<file path="src/rtl/leg_pkg.sv">
// Shared encodings for the interrupt marker sequencer: FSM states, marker stage position, latched type.
// Pure type definitions; no logic, no latency, no flow control.
package leg_pkg;

  typedef enum logic [1:0] {
    IDLE  = 2'd0,
    DRAIN = 2'd1,
    FIRE  = 2'd2,
    HOLD  = 2'd3
  } seq_state_t;

  typedef enum logic [1:0] {
    POS_F = 2'd0,
    POS_D = 2'd1,
    POS_E = 2'd2,
    POS_M = 2'd3
  } pos_t;

  typedef enum logic {
    INT_IRQ = 1'b0,
    INT_FIQ = 1'b1
  } int_type_t;

endpackage

</file>
<file path="src/rtl/interrupt_sequencer_sync_chain.sv">
// Multi-flop synchronizer for one asynchronous level line; latency SYNC_STAGES cycles.
// No flow control: the line is sampled every cycle and the level is passed through.
module sync_chain #(
  parameter int SYNC_STAGES = 2
) (
  input  logic clk,
  input  logic reset,
  input  logic raw,
  output logic synced
);

  logic [SYNC_STAGES-1:0] stages;

  always_ff @(posedge clk or posedge reset) begin
    if (reset) begin
      stages <= '0;
    end else begin
      stages <= {stages[SYNC_STAGES-2:0], raw};
    end
  end

  assign synced = stages[SYNC_STAGES-1];

endmodule

</file>
<file path="src/rtl/interrupt_sequencer.sv">
// Walks an interrupt marker F->D->E->M through the pipeline, then pulses IRQ/FIQ once; SYNC_STAGES+5 cycles min.
// Marker holds on the stall of its current stage; flush, mask or request loss abandons the sequence.
module interrupt_sequencer #(
  parameter int SYNC_STAGES = 2
) (
  input  logic clk,
  input  logic reset,
  input  logic IRQReq,
  input  logic FIQReq,
  input  logic IRQEnabled,
  input  logic FIQEnabled,
  input  logic StallF,
  input  logic StallD,
  input  logic StallE,
  input  logic StallM,
  input  logic FlushD,
  input  logic FlushE,
  input  logic FlushM,
  output logic PipelineClearF,
  output logic IRQ,
  output logic FIQ,
  output logic Busy
);

  import leg_pkg::*;

  logic       irq_sync;
  logic       fiq_sync;
  seq_state_t state, next_state;
  pos_t       pos, next_pos;
  int_type_t  int_type, next_type;
  logic       type_enabled;
  logic       type_pending;
  logic       marker_stall;
  logic       marker_flush;

  sync_chain #(.SYNC_STAGES(SYNC_STAGES)) u_irq_sync (
    .clk    (clk),
    .reset  (reset),
    .raw    (IRQReq),
    .synced (irq_sync)
  );

  sync_chain #(.SYNC_STAGES(SYNC_STAGES)) u_fiq_sync (
    .clk    (clk),
    .reset  (reset),
    .raw    (FIQReq),
    .synced (fiq_sync)
  );

  assign type_enabled = (int_type == INT_FIQ) ? FIQEnabled : IRQEnabled;
  assign type_pending = (int_type == INT_FIQ) ? fiq_sync : irq_sync;

  // Fetch has no flush input: a marker still in F can only be abandoned by mask or request loss.
  always_comb begin
    marker_stall = 1'b0;
    marker_flush = 1'b0;
    case (pos)
      POS_F: begin
        marker_stall = StallF;
      end
      POS_D: begin
        marker_stall = StallD;
        marker_flush = FlushD;
      end
      POS_E: begin
        marker_stall = StallE;
        marker_flush = FlushE;
      end
      POS_M: begin
        marker_stall = StallM;
        marker_flush = FlushM;
      end
      default: begin
        marker_stall = 1'b0;
        marker_flush = 1'b0;
      end
    endcase
  end

  always_comb begin
    next_state = state;
    next_pos   = pos;
    next_type  = int_type;
    case (state)
      IDLE: begin
        if (fiq_sync && FIQEnabled) begin
          next_state = DRAIN;
          next_type  = INT_FIQ;
          next_pos   = POS_F;
        end else if (irq_sync && IRQEnabled) begin
          next_state = DRAIN;
          next_type  = INT_IRQ;
          next_pos   = POS_F;
        end
      end
      DRAIN: begin
        if (!type_enabled || !type_pending || marker_flush) begin
          next_state = IDLE;
        end else if (!marker_stall) begin
          if (pos == POS_M) begin
            next_state = FIRE;
          end else begin
            next_pos = pos_t'(pos + 2'd1);
          end
        end
      end
      FIRE: begin
        next_state = HOLD;
      end
      HOLD: begin
        next_state = IDLE;
      end
      default: begin
        next_state = IDLE;
      end
    endcase
  end

  always_ff @(posedge clk or posedge reset) begin
    if (reset) begin
      state    <= IDLE;
      pos      <= POS_F;
      int_type <= INT_IRQ;
    end else begin
      state    <= next_state;
      pos      <= next_pos;
      int_type <= next_type;
    end
  end

  // Outputs decode registered state only, so raw request lines never reach them combinationally.
  assign PipelineClearF = (state == DRAIN) && (pos == POS_F);
  assign IRQ            = (state == FIRE) && (int_type == INT_IRQ);
  assign FIQ            = (state == FIRE) && (int_type == INT_FIQ);
  assign Busy           = (state != IDLE);

endmodule
</file>
<file path="config.mk">
export PLATFORM = sky130hd
export DESIGN_NAME = interrupt_sequencer
export DESIGN_NICKNAME = d
export VERILOG_FILES = /design/src/rtl/leg_pkg.sv /design/src/rtl/interrupt_sequencer_sync_chain.sv /design/src/rtl/interrupt_sequencer.sv
export SDC_FILE = /design/constraint.sdc
export NUM_CORES = 1
export LEC_CHECK = 0
export CORE_AREA = 2 2 39 41
export CTS_CLUSTER_SIZE = 14
export DETAILED_ROUTE_END_ITERATION = 10
export DIE_AREA = 0 0 41 43
export DONT_BUFFER_PORTS = 1
export PLACE_DENSITY = 0.65
export SETUP_SLACK_MARGIN = 0.4
export SLEW_MARGIN = 25
export SYNTH_ARGS = -nofsm -noshare
export SYNTH_HDL_FRONTEND = slang
export SYNTH_SLANG_ARGS = --single-unit
</file>
<file path="constraint.sdc">
create_clock -name clk -period 3.7 [get_ports clk]
set_clock_uncertainty 0.05 [all_clocks]
set_input_delay 0.74 -clock clk [delete_from_list [all_inputs] [get_ports clk]]
set_output_delay 0.74 -clock clk [all_outputs]
set_load 0.05 [all_outputs]
</file>
==> impl_metrics.yaml <==
die:
  dieArea_um2: 1760
  ioPinCount: 17
  rows: 14
  die_x_um: 41
  fp.dieH_um: 43
  core_um2: 1380
  start_util_pct: 38.4
global_route:
  antenna_found_initial: 0
  grt_pass1_vias: 403
  grt_max_degree: 10
  grt_overflow: 0
  grtUsageTotal_pct: 12.7
  grt_pass1_wl_um: 1500
synth:
  synth.avg_cell_area_um2: 10.0
  synthFlopType: "dfrtp_1"
  async_flop_share_pct: 100
  synth.cells.most_frequent: "dfrtp_1, nor2_1, inv_1"
  yosysMostFrequentCell: "dfrtp_1"
  yosysUniqueCellTypes: 27
  ys_warn_count: 0
  synth_top_area_cell: "dfrtp_1"
  yosys.area.top_type_share_pct: 42.4
  synth_area_leaders: "dfrtp_1, ha_1, nor2_1"
  ys_ff_latch: 9
  syn-num-nets: 71
  syn_inst: 53
  synth_edf_count: 0
  synth-seq-area-share_pct: 42.4
  syn-cell-area_um2: 532
hold_path:
  hold_class: "in2async"
pwr:
  p_clk_share_pct: 26.5
  power_frac_seq_pct: 43.1
  switching_share_pct: 34.6
  p_comb_share_pct: 30.4
  ir_worst_vdd_uv: 241
  p_int_uw: 180
  p_sw_uw: 95.2
  power_leakage_nw: 0.261
  powerDensity_nw_per_um2: 476
sta:
  slew_headroom_pct: 41.4
  slew_violations: 0
  rsz0062_at_grt: "false"
  fin_crit_sh_pct: 62.3
  worst_pin_slew_ps: 876
  period_needed_ps: 2310
  finalSetupTns_ps: 0
  hold_viol: 0
  fmax_mhz: 434
  holdWs_ps: 274
  setup_viol: 0
place:
  hpwlAfterDp_um: 795
  port-buffer-count: 0
  gp_congestion: 0.586
clock_tree:
  cts_resized: 0
  cts_buffers: 3
  clkTransAtPathRegs_ps: 60
  cts_hold_buf: 0
  tritoncts: "yes"
  root_buffer: "clkbuf_4"
  insertion_delay_ps: 250
  ctsLongestPathBuffers: 2
  clock_sinks: 9
  cts.htree.levels: 1
  cts_setup_buffers: 0
detailed_routing:
  drcViolationCount: 0
  vias_per_cell: 5.37
  via_count: 392
  wire_per_inst_um: 13.1
  antenna_left: 0
  drt-initial-drc-count: 5
  firstDrtPassIters: 4
  drt_wl_total_um: 955
final_layout:
  ff_latch_area_um2: 225
  antenna_cells: 0
  fin_nets: 76
  nFillCells: 146
  syn_to_final_growth_pct: 8.71
  multi_input_area_um2: 284
  drive_gt1_share_pct: 14.0
flow_run:
  cap_violations: 0
worst_setup_path:
  r2r-start: "pos[0]"
  critPathLaunch: "state[0]"
  worstPathRequired_ps: 2910
  crit_arrival_ps: 1520
  worstPathMaxFanout: 4
  cp-end-kind: "output port"
  worstSetupPathType: "reg2out"
  start_kind: "register"
outcome:
  run_status: "complete, no violations"
[layout by cell type (no fill, tap or decap), drive strengths merged]
| cell | n |
|---|---|
| nand2 | 3 |
| or4 | 1 |
| inv | 6 |
| dfrtp | 9 |
| nor2 | 8 |
| nand2b | 1 |
| a22o | 1 |
| o31ai | 1 |
| ha | 5 |
| and3b | 1 |
| a21oi | 1 |
| a22oi | 1 |
| o22ai | 1 |
| and2 | 1 |
| clkbuf | 4 |
| o2111ai | 1 |
| and3 | 1 |
| o221ai | 1 |
| nor2b | 1 |
| nand3b | 1 |
| a211oi | 1 |
| and2b | 1 |
| nand3 | 1 |
| a31o | 1 |
| nor3 | 1 |
| a222oi | 1 |
| a32o | 2 |
[through the flow]
stage	area, um2	total power [mW]	instances	util [%]	setup WS [ps]
global route	578	0.294	73	41.8	1330
detailed placement	552	0.205	69	39.9	1660
floorplan	532	0.191	53	-	1720
global placement	552	0.202	69	39.9	1670
finish	578	0.275	73	41.8	1390
CTS	578	0.281	73	41.8	1380
[critical path: stages (launching register included)]
cell      delay [ps]
dfrtp_1          400
nand2b_1         180
nor2_1           680
[area by class of cell]
| type | count | share of cell area (%) |
|---|---|---|
| flip-flops and latches | 9 | 39.0 |
| clock buffers | 4 | 4.55 |
| inverters | 6 | 3.90 |
| multi-input cells | 38 | 49.1 |
| well taps | 16 | 3.46 |
[cell families after synthesis]
group           Yosys count  synth area share, %
buf+inv                   6                 4.23
simple gates             21                 21.7
flops                     9                 42.4
compound gates           12                 20.0
fa+ha+maj                 5                 11.8
[final timing paths]
check                           slack, ps              endpoint  cells after the start
worst min-delay path                  270              state[0]                      1
max in group asynchronous            3080              int_type                      1
worst max register to register       1700                pos[1]                      6
worst min register to register        300  u_fiq_sync.stages[1]                      0
worst max-delay path                 1390                   IRQ                      2
min in group clk                      300  u_fiq_sync.stages[1]                      0
[power by group through the flow]
| stage | Clock [mW] | Combinational, mW | Sequential [mW] |
|---|---|---|---|
| 2_1_floorplan | 0 | 0.0730 | 0.118 |
| 3_3_place_gp | 0 | 0.0821 | 0.120 |
| 3_5_place_dp | 0 | 0.0845 | 0.121 |
| 4_1_cts | 0.0775 | 0.0846 | 0.119 |
| 5_1_grt | 0.0818 | 0.0921 | 0.120 |
| 6_report | 0.0731 | 0.0837 | 0.119 |
[routing by layer]
layer	track usage, %	routed length (um)	vias to the layer above
met1	12.5	380	186
met5	0	0	-
met3	3.14	48	0
li1	-	-	198
met4	6.00	0	0
met2	22.5	527	8
Note: power is estimated with default switching activity, not from simulation.
